### config.mk
export PLATFORM = sky130hd
export DESIGN_NAME = nco_cmd_scheduler
export DESIGN_NICKNAME = d
export VERILOG_FILES = /design/src/rtl/nco_pkg.sv /design/src/rtl/nco_cmd_fifo.sv /design/src/rtl/nco_cmd_scheduler.sv
export SDC_FILE = /design/constraint.sdc
export NUM_CORES = 1
export LEC_CHECK = 0
export CAP_MARGIN = 10
export CORE_MARGIN = 2
export CORE_UTILIZATION = 54
export CTS_CLUSTER_DIAMETER = 200
export DETAILED_ROUTE_END_ITERATION = 10
export PLACE_DENSITY = 0.82
export SYNTH_ARGS = -nofsm -noshare
export SYNTH_HDL_FRONTEND = slang
export SYNTH_HIERARCHICAL = 1
export SYNTH_SLANG_ARGS = --single-unit
### constraint.sdc
create_clock -name i_clock -period 2.9 [get_ports i_clock]
set_input_delay 0.87 -clock i_clock [delete_from_list [all_inputs] [get_ports i_clock]]
set_output_delay 0.87 -clock i_clock [all_outputs]
set_load 0.05 [all_outputs]
### src/rtl/nco_pkg.sv
// nco_pkg: shared definitions for the NCO command scheduler.
//   - Opcode encodings carried in command bits [31:28]
//   - Command word field positions (opcode, voice, payload)
//   - Scheduler FSM state encoding
//   - Waveform select encoding written to the NCO bank
package nco_pkg;

  localparam logic [3:0] OP_NOP         = 4'h0;
  localparam logic [3:0] OP_STAGE_FREQ  = 4'h1;
  localparam logic [3:0] OP_STAGE_WAVE  = 4'h2;
  localparam logic [3:0] OP_COMMIT      = 4'h3;
  localparam logic [3:0] OP_PHASE_RESET = 4'h4;

  localparam int OPC_MSB     = 31;
  localparam int OPC_LSB     = 28;
  localparam int VOICE_MSB   = 27;
  localparam int VOICE_LSB   = 24;
  localparam int PAYLOAD_MSB = 23;
  localparam int PAYLOAD_LSB = 0;

  typedef enum logic [1:0] {
    IDLE   = 2'd0,
    EXEC   = 2'd1,
    COMMIT = 2'd2
  } state_e;

  typedef enum logic [1:0] {
    WAVE_SINE     = 2'd0,
    WAVE_SAW      = 2'd1,
    WAVE_SQUARE   = 2'd2,
    WAVE_TRIANGLE = 2'd3
  } wave_e;

endpackage

### src/rtl/nco_cmd_fifo.sv
// nco_cmd_fifo: synchronous FIFO for SPI-fed command words.
// Ports:
//   i_clock, i_reset  clock, synchronous active-high reset
//   i_push, i_data    write strobe and word (caller guarantees push is legal,
//                     i.e. not full, or full with a pop in the same cycle)
//   i_pop             read strobe (caller guarantees not empty)
//   o_data            head-of-queue word (valid while !o_empty)
//   o_full, o_empty   occupancy flags
//   o_count           number of stored words (0..DEPTH)
module nco_cmd_fifo #(
  parameter int WIDTH = 32,
  parameter int DEPTH = 4
) (
  input  logic                     i_clock,
  input  logic                     i_reset,
  input  logic                     i_push,
  input  logic [WIDTH-1:0]         i_data,
  input  logic                     i_pop,
  output logic [WIDTH-1:0]         o_data,
  output logic                     o_full,
  output logic                     o_empty,
  output logic [$clog2(DEPTH):0]   o_count
);

  localparam int AW = $clog2(DEPTH);
  localparam int CW = AW + 1;

  logic [WIDTH-1:0] mem_q [DEPTH];
  logic [AW-1:0]    wr_ptr_q, wr_ptr_d;
  logic [AW-1:0]    rd_ptr_q, rd_ptr_d;
  logic [CW-1:0]    count_q, count_d;

  // Pointers wrap naturally because DEPTH is a power of two.
  always_comb begin
    wr_ptr_d = i_push ? wr_ptr_q + AW'(1) : wr_ptr_q;
    rd_ptr_d = i_pop  ? rd_ptr_q + AW'(1) : rd_ptr_q;
    case ({i_push, i_pop})
      2'b10:   count_d = count_q + CW'(1);
      2'b01:   count_d = count_q - CW'(1);
      default: count_d = count_q;
    endcase
  end

  always_ff @(posedge i_clock) begin
    if (i_reset) begin
      wr_ptr_q <= '0;
      rd_ptr_q <= '0;
      count_q  <= '0;
    end else begin
      wr_ptr_q <= wr_ptr_d;
      rd_ptr_q <= rd_ptr_d;
      count_q  <= count_d;
    end
  end

  // Storage needs no reset; contents are only observed behind count_q.
  always_ff @(posedge i_clock) begin
    if (i_push) mem_q[wr_ptr_q] <= i_data;
  end

  assign o_data  = mem_q[rd_ptr_q];
  assign o_full  = (count_q == CW'(DEPTH));
  assign o_empty = (count_q == '0);
  assign o_count = count_q;

endmodule

### src/rtl/nco_cmd_scheduler.sv
// nco_cmd_scheduler: buffers SPI command words, stages per-voice frequency and
// waveform in shadow registers, and on COMMIT writes every dirty voice to the
// single-port NCO bank, one voice per accepted write.
// Optional feature macro: NCO_SCHED_ERR_EN adds o_cmd_error / o_err_opcode.
// Ports:
//   i_clock, i_reset      clock, synchronous active-high reset
//   i_cmd_valid, i_cmd    command strobe and word ([31:28] op, [27:24] voice)
//   o_cmd_overflow        sticky: a command was dropped on a full FIFO
//   o_busy                FIFO non-empty or FSM not IDLE
//   o_bank_wr_en, i_bank_ready, o_bank_addr, o_bank_freq, o_bank_wave
//                         bank write port. Handshake: a write completes on the
//                         cycle where o_bank_wr_en and i_bank_ready are both
//                         high; address/data stay stable until then.
//   o_phase_rst           one-hot, one-cycle phase-reset pulse
//   o_dbg_state           current FSM state
//   o_cmd_error, o_err_opcode (NCO_SCHED_ERR_EN only) sticky illegal-command
//                         flag and opcode of the first illegal command
module nco_cmd_scheduler
  import nco_pkg::*;
#(
  parameter int NUM_VOICES = 8,
  parameter int FREQ_W     = 24,
  parameter int FIFO_DEPTH = 4
) (
  input  logic                  i_clock,
  input  logic                  i_reset,
  input  logic                  i_cmd_valid,
  input  logic [31:0]           i_cmd,
  output logic                  o_cmd_overflow,
  output logic                  o_busy,
  output logic                  o_bank_wr_en,
  input  logic                  i_bank_ready,
  output logic [3:0]            o_bank_addr,
  output logic [FREQ_W-1:0]     o_bank_freq,
  output logic [1:0]            o_bank_wave,
  output logic [NUM_VOICES-1:0] o_phase_rst,
  output state_e                o_dbg_state
`ifdef NCO_SCHED_ERR_EN
  ,
  output logic                  o_cmd_error,
  output logic [3:0]            o_err_opcode
`endif
);

  localparam int IDX_W = $clog2(NUM_VOICES);
  localparam int CNT_W = $clog2(FIFO_DEPTH) + 1;
  localparam logic [IDX_W-1:0] LAST_IDX     = IDX_W'(NUM_VOICES - 1);
  localparam logic [4:0]       NUM_VOICES_W = 5'(NUM_VOICES);

  state_e                  state_q, state_d;
  logic [31:0]             cmd_q, cmd_d;
  logic [IDX_W-1:0]        idx_q, idx_d;
  logic [FREQ_W-1:0]       freq_q [NUM_VOICES];
  logic [FREQ_W-1:0]       freq_d [NUM_VOICES];
  wave_e                   wave_q [NUM_VOICES];
  wave_e                   wave_d [NUM_VOICES];
  logic [NUM_VOICES-1:0]   dirty_q, dirty_d;
  logic                    ovf_q, ovf_d;

  logic                    fifo_push, fifo_pop, fifo_full, fifo_empty;
  logic [CNT_W-1:0]        fifo_count;
  logic [31:0]             fifo_head;

  // Pop only from IDLE; a simultaneous pop frees a slot for a push when full.
  assign fifo_pop  = (state_q == IDLE) && !fifo_empty;
  assign fifo_push = i_cmd_valid && (!fifo_full || fifo_pop);

  nco_cmd_fifo #(.WIDTH(32), .DEPTH(FIFO_DEPTH)) u_fifo (
    .i_clock (i_clock),
    .i_reset (i_reset),
    .i_push  (fifo_push),
    .i_data  (i_cmd),
    .i_pop   (fifo_pop),
    .o_data  (fifo_head),
    .o_full  (fifo_full),
    .o_empty (fifo_empty),
    .o_count (fifo_count)
  );

  // Decode of the command currently held for EXEC.
  logic [3:0]       cmd_op, cmd_voice;
  logic [IDX_W-1:0] voice_idx;
  logic             voice_ok, cmd_illegal;

  assign cmd_op    = cmd_q[OPC_MSB:OPC_LSB];
  assign cmd_voice = cmd_q[VOICE_MSB:VOICE_LSB];
  assign voice_idx = cmd_q[VOICE_LSB +: IDX_W];
  assign voice_ok  = ({1'b0, cmd_voice} < NUM_VOICES_W);
  // Voice range only matters for opcodes that address a voice.
  assign cmd_illegal = (cmd_op > OP_PHASE_RESET) ||
                       (((cmd_op == OP_STAGE_FREQ) || (cmd_op == OP_STAGE_WAVE) ||
                         (cmd_op == OP_PHASE_RESET)) && !voice_ok);

`ifdef NCO_SCHED_ERR_EN
  logic       err_q, err_d;
  logic [3:0] err_op_q, err_op_d;
`endif

  always_comb begin
    state_d      = state_q;
    cmd_d        = cmd_q;
    idx_d        = idx_q;
    freq_d       = freq_q;
    wave_d       = wave_q;
    dirty_d      = dirty_q;
    ovf_d        = ovf_q | (i_cmd_valid & ~fifo_push);
    o_bank_wr_en = 1'b0;
    o_bank_addr  = '0;
    o_bank_freq  = '0;
    o_bank_wave  = '0;
    o_phase_rst  = '0;
`ifdef NCO_SCHED_ERR_EN
    err_d        = err_q;
    err_op_d     = err_op_q;
`endif
    case (state_q)
      IDLE: begin
        if (fifo_pop) begin
          cmd_d   = fifo_head;
          state_d = EXEC;
        end
      end
      EXEC: begin
        state_d = IDLE;
        if (!cmd_illegal) begin
          case (cmd_op)
            OP_STAGE_FREQ: begin
              freq_d[voice_idx]  = cmd_q[PAYLOAD_LSB +: FREQ_W];
              dirty_d[voice_idx] = 1'b1;
            end
            OP_STAGE_WAVE: begin
              wave_d[voice_idx]  = wave_e'(cmd_q[PAYLOAD_LSB +: 2]);
              dirty_d[voice_idx] = 1'b1;
            end
            OP_COMMIT: begin
              idx_d   = '0;
              state_d = COMMIT;
            end
            OP_PHASE_RESET: o_phase_rst[voice_idx] = 1'b1;
            default: ;
          endcase
        end
`ifdef NCO_SCHED_ERR_EN
        else if (!err_q) begin
          err_d    = 1'b1;
          err_op_d = cmd_op;
        end
`endif
      end
      COMMIT: begin
        o_bank_wr_en = dirty_q[idx_q];
        o_bank_addr  = 4'(idx_q);
        o_bank_freq  = freq_q[idx_q];
        o_bank_wave  = wave_q[idx_q];
        // Clean voices are skipped in one cycle; dirty ones wait for ready.
        if (!dirty_q[idx_q] || i_bank_ready) begin
          dirty_d[idx_q] = 1'b0;
          if (idx_q == LAST_IDX) state_d = IDLE;
          else                   idx_d   = idx_q + IDX_W'(1);
        end
      end
      default: state_d = IDLE;
    endcase
  end

  always_ff @(posedge i_clock) begin
    if (i_reset) begin
      state_q <= IDLE;
      cmd_q   <= '0;
      idx_q   <= '0;
      freq_q  <= '{default: '0};
      wave_q  <= '{default: WAVE_SINE};
      dirty_q <= '0;
      ovf_q   <= 1'b0;
`ifdef NCO_SCHED_ERR_EN
      err_q    <= 1'b0;
      err_op_q <= '0;
`endif
    end else begin
      state_q <= state_d;
      cmd_q   <= cmd_d;
      idx_q   <= idx_d;
      freq_q  <= freq_d;
      wave_q  <= wave_d;
      dirty_q <= dirty_d;
      ovf_q   <= ovf_d;
`ifdef NCO_SCHED_ERR_EN
      err_q    <= err_d;
      err_op_q <= err_op_d;
`endif
    end
  end

  assign o_cmd_overflow = ovf_q;
  assign o_busy         = (fifo_count != '0) || (state_q != IDLE);
  assign o_dbg_state    = state_q;
`ifdef NCO_SCHED_ERR_EN
  assign o_cmd_error    = err_q;
  assign o_err_opcode   = err_op_q;
`endif

endmodule

# ---- Word level (Yosys, flattened, before mapping)
# Memories as Yosys holds them, arrays and structs flattened. A register that Yosys moved wholly into a read port is not among the register bits.
# Index checks and enable logic that the tools add are counted.
# Widths: inputs -> output; s select.
dict set report classes {
  addsub 5
  n_mul 0
  n_div 0
  n_lt_le_gt_ge 9
  eq_ne 17
  n_shift 0
  muxes 43
  n_bitwise 9
  n_reduce_logical 29
}
# cell n
set ops {}
lappend ops {{$bwmux 192} 1}
lappend ops {{$mux 24} 4}
lappend ops {{$bmux 24 s3} 1}
lappend ops {{$demux 24 s3} 1}
lappend ops {{$mux 8} 6}
lappend ops {{$mux 2} 9}
lappend ops {{$bwmux 16} 1}
lappend ops {{$pmux 8 s2} 1}
lappend ops {{$mux 3} 5}
lappend ops {{$ne 2x2->1 const B} 6}
lappend ops {{$pmux 3 s2} 2}
lappend ops {{$reduce_and 3->1} 3}
lappend ops {{$and 8x8->8} 1}
lappend ops {{$eq 4x2->1 const B} 2}
lappend ops {{$ge 4x4->1 const B} 2}
lappend ops {{$lt 3x4->1 const B} 2}
lappend ops {{$not 3->4} 2}
lappend ops {{$not 8->8} 1}
lappend ops {{$or 8x8->8} 1}
lappend ops {{$add 3x1->3 const B} 2}
lappend ops {{$bmux 2 s3} 1}
lappend ops {{$demux 1 s3} 2}
lappend ops {{$demux 2 s3} 1}
lappend ops {{$eq 3x3->1 const B} 2}
lappend ops {{28 further kinds} 53}
dict set report word_totals {
  register_bits 229
  latchBits 0
  ram_bits 128
  mem_bits_ro 0
  in_bits 36
  output_inout_bits 43
  elab_cells 136
  mem_count 1
}
# memory words width read_ports rd_clocked_by_memory_dff wr line_no
set mem_list {}
lappend mem_list {u_fifo.mem_q 4 32 1 1 1 nco_cmd_fifo.sv:28} ;# logic [WIDTH-1:0] mem_q [DEPTH];

# ---- Longest topological paths before layout
dict set report depth {
  word_depth 8
  depth_mapped 12
  ltp_nobuf 10
}

# ---- Modules after synthesis
# Netlist, hierarchy kept.
# module instances cells_per_inst area_each_um2 seq_area_each_um2
set by_module_without_submodules {}
lappend by_module_without_submodules {nco_cmd_scheduler 1 1261 10682.7 5084.9}
lappend by_module_without_submodules {nco_cmd_fifo 1 214 5092.4 4023.9}

# ---- Worst setup path before layout
# Ideal clock, no wire load.
dict set report synth_path {
  path_kind {flip-flop to output port}
  from {register idx_q[2]}
  to {output o_bank_freq[0]}
  arrival_ns 2.277
  required_time_ns 2.030
  path_slack_ns -0.247
  stages_incl_launch_ff 7
  n_path_buf 2
  path_cell_list {dfxtp_1 -> nor2b_1 -> nor2b_1 -> buf_2 -> buf_1 -> a22oi_1 -> a41oi_1}
}
dict set report synth_between {
  elab_chain_len 5
}
# item line_no
set synth_lines {}
lappend synth_lines {{from (decl)} nco_cmd_scheduler.sv:52} ;# logic [IDX_W-1:0] idx_q, idx_d;
lappend synth_lines {{from (signal assigned)} nco_cmd_scheduler.sv:182} ;# idx_q <= idx_d;
lappend synth_lines {{$not 3->4 (implied by the code)} nco_cmd_scheduler.sv:153} ;# o_bank_freq = freq_q[idx_q];
lappend synth_lines {{$bmux 24 s3} nco_cmd_scheduler.sv:153}
lappend synth_lines {{$mux 24 (implied by the code) (2 in a row)} nco_cmd_scheduler.sv:153}
lappend synth_lines {{$mux 24} nco_cmd_scheduler.sv:116} ;# case (state_q)
lappend synth_lines {{to (decl)} nco_cmd_scheduler.sv:34} ;# output logic [FREQ_W-1:0] o_bank_freq,
# Every way passes these cells. The select of a mux whose other input is x is not followed.

# ---- Worst setup path after layout
dict set report layout_path {
  from {register idx_q[2]}
  to {output o_bank_freq[3]}
}
# The elaborated chain is that of the path after synthesis.

==> results.sh <==
export IMPL_top_layer="met4"
export IMPL_critPathSlowestCell="dfxtp_4"
export IMPL_synth_warnings=6
export IMPL_final_area_mm2=0.0197
export IMPL_clk_pin_slew_ps=70
export IMPL_period_share_pct=107
export IMPL_drt_iter0_drc=1680
export IMPL_via_per_inst=6.21
export IMPL_grt_ovfl_total=0
export IMPL_synth_top_flop_cell="dfxtp_1"
export IMPL_worstMarginPinSlew_ps=1220
export IMPL_drc=0
export IMPL_nets=1585
export IMPL_diodes=0
export IMPL_synthesis_area_mm2=0.0158
export IMPL_placedCellCount=1843
export IMPL_syn_avg_cell_area_um2=10.7
export IMPL_grt_max_degree=103
export IMPL_cts_root_buf="clkbuf_16"
export IMPL_area_delta_synth_final_pct=25.0
export IMPL_clk_latency_ps=540
export IMPL_drive_gt1_share_pct=20.7
export IMPL_route_met3_wl_um=3760
export IMPL_grt_pass1_vias=11500
export IMPL_synth_cells=1475
export IMPL_hold_path_class="reg2reg"
export IMPL_maxCapViolations=0
export IMPL_rr_endpoint="freq_q[110]"
export IMPL_drt_antenna_violating_nets=0
export IMPL_rows=62
export IMPL_reg2reg_from="cmd_q[29]"
export IMPL_wl_met1_um=16900
export IMPL_multi_input_area_mm2=0.00653
export IMPL_place_area_mm2=0.0173
export IMPL_start_kind="flop"
export IMPL_hold_end="freq_q[52]"
export IMPL_antenna_found_initial=0
export IMPL_dp_slack_ps=91.2
export IMPL_synth_async_reset_ratio_pct=0
export IMPL_ir_drop_mv=0.582
export IMPL_yosys_area_top_type="dfxtp_1"
export IMPL_fillers=1872
export IMPL_final_hold_violation_count=0
export IMPL_path_cells="nor2b_4 -> nor2b_4 -> buf_12 -> clkbuf_16 -> a22oi_1 -> a41oi_1 -> buf_4 -> buf_12"
export IMPL_fin_ws_ps=-210
export IMPL_drt_wl_total_um=43600
export IMPL_yosys_top_cells_area="dfxtp_1, edfxtp_1, nand2_1, mux2i_1, a21oi_1"
export IMPL_synth_edf_count=128
export IMPL_synth_nets=1519
export IMPL_cp_required_ps=2030
export IMPL_track_usage_pct=25.7
export IMPL_synth_top_area_share_pct=33.4
export IMPL_cts_sinks=391
export IMPL_numCtsBuffers=40
export IMPL_min_delay_start="freq_q[52]"
export IMPL_fin_worst_skew_ps=16.3
export IMPL_vias=12100
export IMPL_coreArea_mm2=0.0287
export IMPL_instances_no_fill=1953
export IMPL_cts_hold_buf=0
export IMPL_max_freq_mhz=322
export IMPL_start_util_pct=55.0
export IMPL_fin_util_pct=68.7
export IMPL_power_per_cell_area_mw_per_mm2=713
export IMPL_io_buffers=77
export IMPL_met2_length_um=20500
export IMPL_die_x_um=175
export IMPL_layout_min_cycle_time_ps=3110
export IMPL_grt_pass1_wl_um=62300
export IMPL_rsz0062_at_grt="true"
export IMPL_slew_headroom_pct=18.4
export IMPL_ys_top_cells_by_count="nand2_1, dfxtp_1, a21oi_1"
export IMPL_reg2reg_slack_ps=450
export IMPL_cts_tree="yes"
export IMPL_r2r_cells=5
export IMPL_hpwl_um=21400
export IMPL_cp_arrival_ps=2240
export IMPL_crit_fanout=7
export IMPL_violations="setup timing"
export IMPL_finalMaxSlewViolations=0
export IMPL_cp_end_kind="output pin"
export IMPL_io_pins=79
export IMPL_drt_pre_antenna_iters=6
export IMPL_place_congestion=0.845
export IMPL_power_leakage_nw=6.23
export IMPL_finalPower_w=0.0140
export IMPL_synth_most_common_cell="nand2_1"
export IMPL_synth_distinct_cells=54
export IMPL_die_h_um=175
export IMPL_seq_area_mm2=0.00912
export IMPL_synth_seq_cells=391
export IMPL_routedWlPerCell_um=22.3
export IMPL_whs_path_depth=2
export IMPL_dieArea_mm2=0.0306
export IMPL_worst_path_largest_cell_delay_ps=410
export IMPL_cts_buffer_depth=3
export IMPL_setup_viol=27
export IMPL_h_tree_depth=2
export IMPL_crit_type="reg2out"
export IMPL_status="finished, violations left"
export IMPL_ys_seq_area_share_pct=57.7
per-layer routing:
| layer | track usage [%] | up-vias |
|---|---|---|
| li1 | - | 5346 |
| met1 | 33.6 | 5924 |
| met2 | 43.1 | 662 |
| met3 | 3.89 | 188 |
| met4 | 10.6 | 0 |
| met5 | 0 | - |
power by group:
group	total [W]	leakage (nW)	internal (W)	switching, W
Clock	0.00515	0.640	0.00303	0.00212
Sequential	0.00682	3.30	0.00610	0.000715
Combinational	0.00208	2.29	0.000888	0.00120
worst max-delay path: cells and delay by family (launching register included):
kind                   cells  cell delay (ps)
AO/OA/AOI/OAI              2              300
flip-flops                 1              410
buffers and inverters      4              620
AND/OR/NAND/NOR            2              390
worst max-delay path by stage:
stage / startpoint / to / slack (ps)
floorplan: idx_q[0] / o_bank_freq[14] / -240
CTS: idx_q[2] / o_bank_freq[10] / -160
global route: idx_q[1] / o_bank_freq[3] / -250
global placement: i_cmd_valid / u_fifo/o_count[2] / 120
detailed placement: i_cmd_valid / u_fifo/o_count[2] / 90
finish: idx_q[2] / o_bank_freq[3] / -210
state kept, by name, summed over array words and instances (netlist names), named ones only:
name and cells:
cmd_q 32, idx_q 3, u_fifo/rd_ptr_q 2, u_fifo/mem_q 128, o_dbg_state 2, u_fifo/wr_ptr_q 2
u_fifo/o_count 3, dirty_q 8, wave_q 16, freq_q 192, o_cmd_overflow 1
cell usage in the layout (no fill, tap or decap), drive strengths merged, types with 38 or more instances in the layout:
master	instances
nor2	135
buf	114
clkbuf	62
a22oi	99
edfxtp	128
a21oi	152
dfxtp	263
nand2	283
clkdlybuf4s50	38
mux2i	98
through the flow:
stage	hold slack (ps)	TNS, ps
floorplan	436	-3300
global placement	441	0
detailed placement	446	0
CTS	454	-3130
global route	465	-5280
finish	455	-3960
layout make-up:
cell class | instances | area share (%)
clock buffers | 55 | 5.80
clock inverters | 15 | 0.819
inverters | 8 | 0.152
multi-input cells | 941 | 33.1
flip-flops and latches | 391 | 46.3
well taps | 384 | 2.44
repair buffers | 159 | 11.4
logic make-up after synthesis:
group,Yosys count,share of synthesized area (%)
AND/OR/NAND/NOR,470,12.8
AO/OA/AOI/OAI,323,12.7
other,1,0.0238
XOR/XNOR,6,0.333
multiplexers,133,11.0
adder cells (fa/ha/maj),8,0.682
buffers and inverters,143,4.66
flip-flops,391,57.7
timing repair:
item,in CTS,in global routing
gates resized for setup,41,82
setup buffers,10,23
hold endpoints to repair,0,0
pin swaps,14,41
gates cloned,4,7
endpoints found under the setup margin,27,29
Note: power is estimated with default switching activity, not from simulation.
